## src/rtl/bird_physics.sv

```systemverilog
`default_nettype none
// ============================================================================
// Module   : bird_physics
// Purpose  : Per-tick vertical motion for the player sprite: gravity or flap
//            applied to velocity, clamped position, ground-collision detection.
// Revision : 1.0 - initial release
// ============================================================================
module bird_physics #(
    parameter int Y_W     = 10,
    parameter int V_W     = 6,
    parameter int Y_START = 240,
    parameter int Y_MAX   = 464,
    parameter int GRAVITY = 1,
    parameter int FLAP_V  = -8,
    parameter int V_MAX   = 7
) (
    input  logic           iClk,
    input  logic           iRst,
    input  logic           iTick,
    input  logic           iFlap,
    input  logic           iStart,
    output logic [Y_W-1:0] oY,
    output logic [V_W-1:0] oVel,
    output logic           oPlaying,
    output logic           oDead,
    output logic           oUpdate
);

    localparam int SW = Y_W + 1;

    localparam logic signed [SW-1:0] c_GRAV   = SW'(GRAVITY);
    localparam logic signed [SW-1:0] c_FLAP   = SW'(FLAP_V);
    localparam logic signed [SW-1:0] c_VMAX   = SW'(V_MAX);
    localparam logic signed [SW-1:0] c_YMAX_S = SW'(Y_MAX);
    localparam logic [Y_W-1:0]       c_YMAX   = Y_W'(Y_MAX);
    localparam logic [Y_W-1:0]       c_YSTART = Y_W'(Y_START);

    typedef enum logic [1:0] {
        S_IDLE = 2'd0,
        S_PLAY = 2'd1,
        S_DEAD = 2'd2
    } state_t;

    state_t          r_state, w_state_nx;
    logic [Y_W-1:0]  r_y, w_y_nx;
    logic [V_W-1:0]  r_vel, w_vel_nx;
    logic            r_pend, w_pend_nx;
    logic            r_flap_d;
    logic            r_upd, w_upd_nx;

    logic                  w_flap_edge;
    logic signed [SW-1:0]  w_vel_ext;
    logic signed [SW-1:0]  w_vinc;
    logic signed [SW-1:0]  w_vnew;
    logic signed [SW-1:0]  w_ynext;

    assign w_flap_edge = iFlap & ~r_flap_d;

    // A flap edge coincident with the tick counts for that same step.
    assign w_vel_ext = {{(SW-V_W){r_vel[V_W-1]}}, r_vel};
    assign w_vinc    = w_vel_ext + c_GRAV;
    assign w_vnew    = (r_pend | w_flap_edge) ? c_FLAP :
                       ((w_vinc > c_VMAX) ? c_VMAX : w_vinc);
    assign w_ynext   = $signed({1'b0, r_y}) + w_vnew;

    always_ff @(posedge iClk) begin
        if (iRst) begin
            r_state  <= S_IDLE;
            r_y      <= c_YSTART;
            r_vel    <= '0;
            r_pend   <= 1'b0;
            r_flap_d <= 1'b0;
            r_upd    <= 1'b0;
        end else begin
            r_state  <= w_state_nx;
            r_y      <= w_y_nx;
            r_vel    <= w_vel_nx;
            r_pend   <= w_pend_nx;
            r_flap_d <= iFlap;
            r_upd    <= w_upd_nx;
        end
    end

    always_comb begin
        w_state_nx = r_state;
        w_y_nx     = r_y;
        w_vel_nx   = r_vel;
        w_pend_nx  = r_pend;
        w_upd_nx   = 1'b0;
        case (r_state)
            S_IDLE: begin
                // The edge that starts play is not also taken as a flap.
                if (iStart || w_flap_edge) begin
                    w_state_nx = S_PLAY;
                    w_vel_nx   = '0;
                    w_pend_nx  = 1'b0;
                end
            end
            S_PLAY: begin
                if (iTick) begin
                    w_upd_nx  = 1'b1;
                    w_pend_nx = 1'b0;
                    if (w_ynext[SW-1]) begin
                        w_y_nx   = '0;
                        w_vel_nx = '0;
                    end else if (w_ynext >= c_YMAX_S) begin
                        w_y_nx     = c_YMAX;
                        w_vel_nx   = '0;
                        w_state_nx = S_DEAD;
                    end else begin
                        w_y_nx   = w_ynext[Y_W-1:0];
                        w_vel_nx = w_vnew[V_W-1:0];
                    end
                end else if (w_flap_edge) begin
                    w_pend_nx = 1'b1;
                end
            end
            S_DEAD: begin
                if (iStart) begin
                    w_state_nx = S_IDLE;
                    w_y_nx     = c_YSTART;
                    w_vel_nx   = '0;
                    w_pend_nx  = 1'b0;
                end
            end
            default: begin
                w_state_nx = S_IDLE;
            end
        endcase
    end

    assign oY       = r_y;
    assign oVel     = r_vel;
    assign oPlaying = (r_state == S_PLAY);
    assign oDead    = (r_state == S_DEAD);
    assign oUpdate  = r_upd;

endmodule
`default_nettype wire

```

## config.mk

```make
export PLATFORM = sky130hd
export DESIGN_NAME = bird_physics
export DESIGN_NICKNAME = d
export VERILOG_FILES = /design/src/rtl/bird_physics.sv
export SDC_FILE = /design/constraint.sdc
export NUM_CORES = 1
export LEC_CHECK = 0
export ABC_CLOCK_PERIOD_IN_PS = 5700
export CORE_MARGIN = 5
export CORE_UTILIZATION = 24
export DETAILED_ROUTE_END_ITERATION = 8
export DONT_BUFFER_PORTS = 1
export HOLD_SLACK_MARGIN = 0.05
export PLACE_DENSITY_LB_ADDON = 0.12
export SETUP_SLACK_MARGIN = 0.05
export SKIP_LAST_GASP = 1
export SLEW_MARGIN = 20
export SYNTH_ARGS = -nofsm -noshare
export SYNTH_HDL_FRONTEND = slang
export SYNTH_SLANG_ARGS = --single-unit
```

## constraint.sdc

```tcl
create_clock -name iClk -period 5.7 [get_ports iClk]
set_clock_uncertainty 0.2 [all_clocks]
set_input_delay 0.855 -clock iClk [delete_from_list [all_inputs] [get_ports iClk]]
set_output_delay 0.855 -clock iClk [all_outputs]
set_load 0.02 [all_outputs]
```

==> results of run 1 <==
worst paths after layout:
kind | start | end | slack, ns | cells after the start
hold / removal | r_state[0]$_SDFFE_PP0P_ | r_state[0]$_SDFFE_PP0P_ | 0.38 | 1
hold reg to reg | r_state[0]$_SDFFE_PP0P_ | r_state[0]$_SDFFE_PP0P_ | 0.38 | 1
setup reg to reg | oVel[0]$_SDFFE_PP0P_ | oY[4]$_SDFFE_PP1P_ | 1.22 | 14
setup / recovery | oVel[0]$_SDFFE_PP0P_ | oY[4]$_SDFFE_PP1P_ | 1.22 | 14
cell families after synthesis:
kind of cell	Yosys count	share of synthesized area, %
AND/OR/NAND/NOR	81	24.6
AO/OA/AOI/OAI	63	29.7
flip-flops	21	25.2
adder cells (fa/ha/maj)	13	10.2
buffers and inverters	11	3.68
XOR/XNOR	10	5.26
multiplexers	1	1.35
metal layers:
metal | part of all wire [%] | track usage [%] | wire length [um] | vias to the layer above
met2 | 50 | 17.9 | 2160 | 13
met1 | 47 | 12.8 | 2060 | 680
met3 | 2.4 | 1.29 | 103 | 2
li1 | - | - | - | 740
met5 | 0 | 0 | 0 | -
met4 | 0.69 | 2.93 | 30 | 0
cell type report:
cell class | count | area share [%]
inverters | 4 | 0.839
flip-flops and latches | 21 | 23.5
multi-input cells | 168 | 66.2
clock inverters | 1 | 0.420
clock buffers | 3 | 2.31
well taps | 96 | 6.71
power groups by stage:
stage | clock, mW | sequential, mW | combinational [mW]
after global placement | 0 | 0.193 | 0.284
after detailed placement | 0 | 0.193 | 0.278
after global routing | 0.114 | 0.192 | 0.308
after CTS | 0.109 | 0.190 | 0.280
after floorplan | 0 | 0.186 | 0.236
final | 0.103 | 0.189 | 0.274
registers in the layout (all words and copies together) (netlist names):
signal,cells
r_state,2
r_pend,1
oUpdate,1
oVel,6
oY,10
r_flap_d,1
stage by stage:
stage | util (%) | cells | total power [mW] | hold slack (ns) | setup slack, ns
after floorplan | - | 200 | 0.422 | 0.289 | 1.79
after global placement | 25.6 | 289 | 0.477 | 0.344 | 1.20
after detailed placement | 25.6 | 289 | 0.471 | 0.345 | 1.16
after CTS | 26.3 | 293 | 0.578 | 0.375 | 1.16
after global routing | 26.3 | 293 | 0.614 | 0.399 | 0.876
final | 26.3 | 293 | 0.567 | 0.377 | 1.22
worst register-to-register path, stage by stage, from the launching register on:
cell and delay (ns):
dfxtp_1 0.60, inv_1 0.10, ha_1 0.33, or3_1 0.34, a211oi_1 0.23, o211ai_1 0.22
a21oi_1 0.24, ha_1 0.22, fa_1 0.27, a211oi_1 0.13, o211ai_1 0.23, nand3_2 0.15
mux2i_4 0.23, nor2_2 0.65, a221oi_1 0.20
cells in the final DEF (no fill, tap or decap), drive strengths merged, types with 5 or more instances in the layout:
| master | count |
|---|---|
| ha | 12 |
| nand3 | 7 |
| o31ai | 12 |
| nor2 | 15 |
| dfxtp | 21 |
| xnor2 | 6 |
| nand2 | 32 |
| o211ai | 5 |
| o21ai | 9 |
| a21oi | 14 |
| and2 | 5 |
==> flow_metrics.tcl, run 1 <==
set metrics [dict create \
    root_buffer "clkbuf_8" \
    synth_cells 200 \
    clk_path_buf_depth 2 \
    crit_buf_inv 1 \
    synthDominantCellAreaShare_pct 25.2 \
    fmax_ghz 0.223 \
    vias 1435 \
    cp_top_family "compound AO/OA/AOI/OAI gates" \
    synth-seq-area-share_pct 25.2 \
    synth_ff_type "dfxtp_1" \
    syn_area_um2 1670 \
    diodes 0 \
    start_util_pct 24.5 \
    placed_cell_area_um2 1740 \
    cp-start-kind "register" \
    path_class "register to register" \
    vdd_ir_drop_max_mv 0.0740 \
    synthToLayoutAreaGrowth_pct 7.36 \
    switching_share_pct 46.4 \
    die_area_um2 8710 \
    p_seq_share_pct 33.4 \
    fp.dieW_um 93.3 \
    finalWirelength_um 4350 \
    slew_violations 0 \
    grt_overflow_total 0 \
    first_pass_iters 4 \
    tightest_slew_ns 0.839 \
    status "finished clean" \
    synthMostInstantiatedCell "nand2_1" \
    slowest_delay_ns 0.65 \
    drtAntennaViolNets 0 \
    relSlewSlack_pct 43.7 \
    clk_pin_slew_ns 0.09 \
    min_period_over_period_pct 78.6 \
    clock-sinks 21 \
    die_h_um 93.3 \
    grt_setup_unrepaired "no" \
    yosysTopAreaCell "dfxtp_1" \
    clock_latency_ns 0.27 \
    io_buffers 0 \
    combPwrFrac_pct 48.4 \
    synth_commonest_cells "32 x nand2_1, 21 x dfxtp_1, 14 x a21oi_1, 14 x nor2_1, 12 x ha_1" \
    synth_edf_count 0 \
    rows 30 \
    route.detailed.drc 0 \
    cts_tree "built" \
    grt_start_max_net_pins 14 \
    post-dp-hpwl_um 3410 \
    nFillCells 752 \
    ys_ff_latch 21 \
    numCtsBuffers 3 \
    seqCellArea_um2 420 \
    wl_per_cell_um 14.9 \
    required_ns 5.62 \
    syn_area_per_cell_um2 8.33 \
    setup_viol 0 \
    endpoint_kind "register" \
    place_congestion 0.751 \
    grtUsageTotal_pct 10.1 \
    ys_types 56 \
    yosysWarningCount 0 \
    crit_fanout 13 \
    switchingPower_mw 0.263 \
    first_global_vias 1371 \
    io_pins 24 \
    drt-initial-drc-count 43 \
    nets 216 \
    internal-power_mw 0.304 \
    hold_class "register to register" \
    finalCriticalPeriod_ns 4.48 \
    coreArea_um2 6790 \
    power.leakage_nw 0.631 \
    via_per_inst 4.90 \
    drive_gt1_share_pct 12.2 \
    htreeDepth 1 \
    critPathSlowestCell "nor2_2" \
    tns_ns 0 \
    synthArstFlopShare_pct 0 \
    syn_nets 218 \
    yosys-top-cells-area "dfxtp_1 25%, ha_1 9.0%, nand2_1 7.2%" \
    cap_violations 0 \
    antenna_found_initial 0 \
    grt_pass1_wl_um 7150 \
    multiInputGateArea_um2 1180 \
    p_per_area_nw_per_um2 317 \
    postCtsSetupRepairBufs 0 \
    hold_viol_final 0 \
    cts_resized 0 \
    p_clk_share_pct 18.2 \
    path_cells "inv_1 -> ha_1 -> or3_1 -> a211oi_1 -> o211ai_1 -> a21oi_1 -> ha_1 -> fa_1 -> a211oi_1 -> o211ai_1 -> nand3_2 -> mux2i_4 -> nor2_2 -> a221oi_1" \
    cts_hold_buffers 0 \
    stdcell_area_um2 1790 \
    crit_arrival_ns 4.40 \
]
No activity file was read; power rests on OpenSTA's default activity.
==> run 2: changes to the inputs <==
--- a/config.mk
+++ b/config.mk
@@ -5,7 +5,8 @@
 export SDC_FILE = /design/constraint.sdc
 export NUM_CORES = 1
 export LEC_CHECK = 0
-export ABC_CLOCK_PERIOD_IN_PS = 5700
+export ABC_AREA = 1
+export ABC_CLOCK_PERIOD_IN_PS = 4620
 export CORE_MARGIN = 5
 export CORE_UTILIZATION = 24
 export DETAILED_ROUTE_END_ITERATION = 8
==> constraint.sdc (replaced) <==
create_clock -name iClk -period 4.62 [get_ports iClk]
set_clock_uncertainty 0.2 [all_clocks]
set_input_delay 0.693 -clock iClk [delete_from_list [all_inputs] [get_ports iClk]]
set_output_delay 0.693 -clock iClk [all_outputs]
set_load 0.02 [all_outputs]
==> run 2 against run 1 <==
Net effect:
- count of clock-buffer cells in the layout unchanged
- core utilization up 0.59 points
- via count up 3.3%
- sequential cell count unchanged
- combinational power up 66%
- hold slack worse by 0.089 ns
- critical endpoint is now r_state[1]$_SDFFE_PP0P_
==> flow_metrics.tcl, run 2 <==
set metrics [dict create \
    io_buffers 0 \
    fin_hold_ws_ns 0.287 \
    required_ns 4.62 \
    most-common-layout-cells "76 x nand2_1, 30 x inv_1, 23 x a21oi_1" \
    synth_ff_type "dfxtp_1" \
    grtUsageTotal_pct 10.3 \
    clk_path_buf_depth 2 \
    drive_gt1_share_pct 7.94 \
    route.detailed.drc 0 \
    crit_fanout 13 \
    synthArstFlopShare_pct 0 \
    first_pass_iters 4 \
    vdd_ir_drop_max_mv 0.178 \
    synthDominantCellAreaShare_pct 26.2 \
    path_class "register to register" \
    ys_ff_latch 21 \
    clock-sinks 21 \
    nets 271 \
    first_global_vias 1440 \
    fmax_ghz 0.264 \
    drtAntennaViolNets 0 \
    coreArea_um2 6420 \
    cts_tree "built" \
    placed_cell_area_um2 1680 \
    syn_area_per_cell_um2 6.39 \
    fp.dieW_um 91.7 \
    power.total_mw 0.829 \
    root_buffer "clkbuf_8" \
    stdcell_area_um2 1730 \
    postCtsSetupRepairBufs 0 \
    syn_nets 269 \
    rows 29 \
    cap_violations 0 \
    crit_arrival_ns 3.79 \
    grt_setup_unrepaired "no" \
    htreeDepth 1 \
    synth_cells 251 \
    grt_pass1_wl_um 7110 \
    ys_types 26 \
    status "finished clean" \
    p_per_area_nw_per_um2 479 \
    via_per_inst 4.50 \
    synth_edf_count 0 \
    yosysWarningCount 0 \
    finalWirelength_um 4210 \
    endpoint_kind "register" \
    min_period_over_period_pct 82.0 \
    yosysTopAreaCell "dfxtp_1" \
    relSlewSlack_pct 67.3 \
    start_util_pct 25.0 \
    syn_area_um2 1600 \
    largest_register_ffs 10 \
    io_pins 24 \
    wl_per_cell_um 12.8 \
    clock_latency_ns 0.26 \
    tns_ns 0 \
    clk_pin_slew_ns 0.08 \
    synthToLayoutAreaGrowth_pct 7.88 \
    cts_hold_buffers 0 \
    synthMostInstantiatedCell "nand2_1" \
    slew_violations 0 \
    grt_start_max_net_pins 17 \
    cp-start-kind "register" \
    numCtsBuffers 3 \
    die_area_um2 8410 \
    cts_resized 0 \
    layout_commonest_cell "nand2_1" \
    antenna_found_initial 0 \
    post-dp-hpwl_um 3550 \
    hold_viol_final 0 \
    yosys-top-cells-area "dfxtp_1 26%, nand2_1 18%, ha_1 9.4%" \
    finalCriticalPeriod_ns 3.79 \
    setup_viol 0 \
    power.leakage_nw 0.873 \
    die_h_um 91.7 \
    place_congestion 0.766 \
    grt_overflow_total 0 \
    diodes 0 \
    synth_commonest_cells "76 x nand2_1, 30 x inv_1, 23 x a21oi_1, 22 x nor2_1, 21 x dfxtp_1" \
    vias 1482 \
    drt-initial-drc-count 99 \
    tightest_slew_ns 0.489 \
    hold_class "primary input to register" \
    synth-seq-area-share_pct 26.2 \
]
[run 2: changes by cell type after synthesis, sizes merged, moves of 9 or more]
cell   delta
nor2     +10
a21oi     +9
nand3    +12
nand4    +10
o31ai    -12
inv      +30
nand2    +49
[run 2: final timing paths]
check	startpoint	end	slack, ns	cells past startpoint
worst max register to register	oVel[0]$_SDFFE_PP0P_	r_state[1]$_SDFFE_PP0P_	0.83	21
worst min register to register	r_state[0]$_SDFFE_PP0P_	r_state[0]$_SDFFE_PP0P_	0.30	2
worst max-delay path	oVel[0]$_SDFFE_PP0P_	r_state[1]$_SDFFE_PP0P_	0.83	21
worst min-delay path	iRst	oY[8]$_SDFFE_PP0P_	0.29	1
[run 2: routing by layer]
layer	routed length, um	track usage, %
met2	1870	16.8
met1	2030	13.5
met4	20	1.49
met5	0	0
met3	294	3.52
[run 2: cell type report]
class | count | area [um^2]
Fill cell | 730 | 4690
Clock buffer | 3 | 41.3
Timing Repair Buffer | 1 | 7.51
Multi-Input combinational cell | 192 | 1030
Clock inverter | 1 | 5.00
Sequential cell | 21 | 420
Tap cell | 77 | 96.3
Inverter | 34 | 128
[run 2: worst max-delay path, cell delays in order (launching register included)]
cell and delay (ns):
dfxtp_1 0.56, ha_1 0.28, nand3_1 0.11, xor2_1 0.21
nand2_1 0.08, nor2_1 0.10, nand2_1 0.06, nand2_2 0.09
a21oi_1 0.10, ha_1 0.23, fa_1 0.41, nand2_1 0.08
nand2_1 0.10, nand3_2 0.10, nand2_2 0.07, nand2_2 0.09
nand4_1 0.09, nand2_2 0.13, nand3_2 0.25, nand2_1 0.17
nand3_1 0.08, a21oi_1 0.13
[run 2: power by group]
group	switching, mW	internal [mW]	total (mW)
Sequential	0.0452	0.204	0.249
Combinational	0.309	0.147	0.456
Clock	0.0634	0.0601	0.123
[run 2: kinds of logic (layout without fill, tap and decap cells)]
| group | after synthesis | count (layout) | synth area share [%] |
|---|---|---|---|
| DFF | 21 | 21 | 26.2 |
| adders and majority gates | 13 | 13 | 10.6 |
| and+or+nand+nor | 139 | 139 | 39.2 |
| buffers and inverters | 38 | 39 | 9.45 |
| AOI/OAI and AO/OA | 33 | 33 | 10.7 |
| xor gates and xnor gates | 7 | 7 | 3.83 |
[run 2: per-stage QoR]
stage          instances  utilization [%]  worst slack (ns)
5_1_grt              329             26.9             0.465
2_1_floorplan        251                -              1.34
3_5_place_dp         325             26.2             0.840
4_1_cts              329             26.9             0.817
3_3_place_gp         325             26.2             0.853
6_report             329             26.9             0.831
==> run 3: changes to the inputs <==
--- a/config.mk
+++ b/config.mk
@@ -5,8 +5,8 @@
 export SDC_FILE = /design/constraint.sdc
 export NUM_CORES = 1
 export LEC_CHECK = 0
-export ABC_AREA = 1
-export ABC_CLOCK_PERIOD_IN_PS = 4620
+export ABC_AREA = 0
+export ABC_CLOCK_PERIOD_IN_PS = 3400
 export CORE_MARGIN = 5
 export CORE_UTILIZATION = 24
 export DETAILED_ROUTE_END_ITERATION = 8
==> constraint.sdc (replaced) <==
create_clock -name iClk -period 3.4 [get_ports iClk]
set_clock_uncertainty 0.2 [all_clocks]
set_input_delay 0.51 -clock iClk [delete_from_list [all_inputs] [get_ports iClk]]
set_output_delay 0.51 -clock iClk [all_outputs]
set_load 0.02 [all_outputs]
==> run 3 against run 2 <==
Net effect:
- largest power group unchanged
- non-clock buffer count grew 59
- the run now ends with negative setup slack left
- sequential cell count unchanged
- final cell count is 7.3% higher
- global-route usage up 1.8 points
==> flow_metrics.tcl, run 3 (synthesis results as in run 1) <==
set metrics [dict create \
    fp.dieW_um 93.3 \
    grt_setup_unrepaired "yes" \
    grt_overflow_total 0 \
    critPathSlowestCell "dfxtp_4" \
    layout_commonest_cell "buf_4" \
    violations "negative setup slack" \
    die_area_um2 8710 \
    clock_latency_ns 0.26 \
    p_per_area_nw_per_um2 517 \
    clock-sinks 21 \
    drtAntennaViolNets 0 \
    cp_common_cell "o211ai_1" \
    crit_buf_inv 2 \
    wl_per_cell_um 14.7 \
    most-common-layout-cells "54 x buf_4, 32 x nand2_1, 19 x dfxtp_1" \
    start_util_pct 24.5 \
    numCtsBuffers 3 \
    first_pass_iters 5 \
    finalWirelength_um 5190 \
    io_buffers 0 \
    cp_top_family "compound AO/OA/AOI/OAI gates" \
    path_class "register to register" \
    grt_pass1_wl_um 8400 \
    route.detailed.drc 0 \
    status "finished with violations" \
    min_period_over_period_pct 109 \
    slowest_delay_ns 0.37 \
    crit_fanout 4 \
    clk_path_buf_depth 2 \
    post-dp-hpwl_um 4040 \
    tightest_slew_ns 0.904 \
    hold_viol_final 0 \
    synthToLayoutAreaGrowth_pct 49.8 \
    grt_start_max_net_pins 12 \
    finalWorstSetupSlack_ns -0.290 \
    drt-initial-drc-count 88 \
    dp.cells 338 \
    cts_hold_buffers 0 \
    root_buffer "clkbuf_8" \
    cts_tree "built" \
    slew_violations 0 \
    place_congestion 0.778 \
    grtUsageTotal_pct 12.1 \
    io_pins 24 \
    antenna_found_initial 0 \
    first_global_vias 1656 \
    required_ns 3.36 \
    drive_gt1_share_pct 45.1 \
    die_h_um 93.3 \
    endpoint_kind "register" \
    fmax_ghz 0.271 \
    hold_class "primary input to register" \
    relSlewSlack_pct 39.3 \
    htreeDepth 1 \
    vdd_ir_drop_max_mv 0.188 \
    power.total_mw 1.29 \
    final_cells 353 \
    power.leakage_nw 0.971 \
    fin_hold_ws_ns 0.109 \
    dpl_worst_slack_ns -0.394 \
    path_cells "inv_2 -> ha_4 -> or3_4 -> a211oi_2 -> o211ai_1 -> a21oi_1 -> ha_2 -> fa_2 -> a211oi_4 -> o211ai_1 -> nand3_2 -> mux2i_4 -> buf_6 -> or2_4 -> a32o_1" \
    diodes 0 \
    finalCriticalPeriod_ns 3.69 \
    rows 30 \
    clk_pin_slew_ns 0.08 \
    nets 276 \
    crit_arrival_ns 3.65 \
    coreArea_um2 6790 \
    setup_viol 17 \
    cp-start-kind "register" \
    largest_register_ffs 10 \
    via_per_inst 4.74 \
    vias 1672 \
    final_util_pct 36.7 \
    cap_violations 0 \
]
==> run 3: cell types whose count changed in the layout (fill, tap and decap cells not counted), moves of 5 or more <==
| cell | delta |
|---|---|
| a21oi_2 | +7 |
| xnor2_1 | +5 |
| nand4_1 | -10 |
| nor2_1 | -8 |
| o211ai_1 | +5 |
| nand2_1 | -44 |
| a21oi_1 | -16 |
| o31ai_2 | +7 |
| buf_4 | +53 |
| nand2_2 | -5 |
| nand3_1 | -11 |
| inv_1 | -28 |
==> run 3: final cells by class <==
cell class | instances | area [um^2]
Tap cell | 96 | 120
Clock buffer | 4 | 45.0
Fill cell | 720 | 4300
Inverter | 4 | 15.0
Sequential cell | 21 | 425
Multi-Input combinational cell | 168 | 1400
Timing Repair Buffer | 60 | 494
==> run 3: report_power, final <==
part / internal (mW) / switching, mW / total [mW]
logic: 0.395 / 0.419 / 0.813
registers: 0.267 / 0.0442 / 0.312
clock network: 0.0834 / 0.0823 / 0.166
==> run 3: worst paths after layout <==
path	startpoint	to	slack [ns]	cells past startpoint
worst min-delay path	iRst	r_flap_d$_SDFF_PP0_	0.11	1
worst max register to register	oVel[0]$_SDFFE_PP0P_	r_state[1]$_SDFFE_PP0P_	-0.29	15
worst max-delay path	oVel[0]$_SDFFE_PP0P_	r_state[1]$_SDFFE_PP0P_	-0.29	15
worst min register to register	r_state[0]$_SDFFE_PP0P_	r_state[0]$_SDFFE_PP0P_	0.37	1
==> run 3: what timing repair did <==
action | CTS | global route
buffers inserted | 8 | 3
hold endpoints to repair | 0 | 0
setup endpoints to repair | 17 | 17
resized for setup | 26 | 12
pin swaps | 32 | 12
==> run 3: metrics by stage <==
stage | cell area, um^2 | setup TNS (ns)
after global placement | 2170 | -6.77
after detailed placement | 2170 | -5.76
after CTS | 2400 | -3.24
after floorplan | 1710 | -1.81
final | 2500 | -3.48
after global routing | 2500 | -6.84
==> run 3: metal layers <==
metal / wire length, um / GRT usage, %
met5: 0 / 0
met3: 257 / 2.90
met1: 2320 / 14.6
met4: 44 / 3.30
met2: 2560 / 21.1
==> run 3: worst register-to-register path, cell delays in order (launching register included) <==
cell and delay (ns):
dfxtp_4 0.37, inv_2 0.04, ha_4 0.20, or3_4 0.33
a211oi_2 0.22, o211ai_1 0.21, a21oi_1 0.19, ha_2 0.22
fa_2 0.26, a211oi_4 0.09, o211ai_1 0.25, nand3_2 0.16
mux2i_4 0.23, buf_6 0.12, or2_4 0.24, a32o_1 0.25
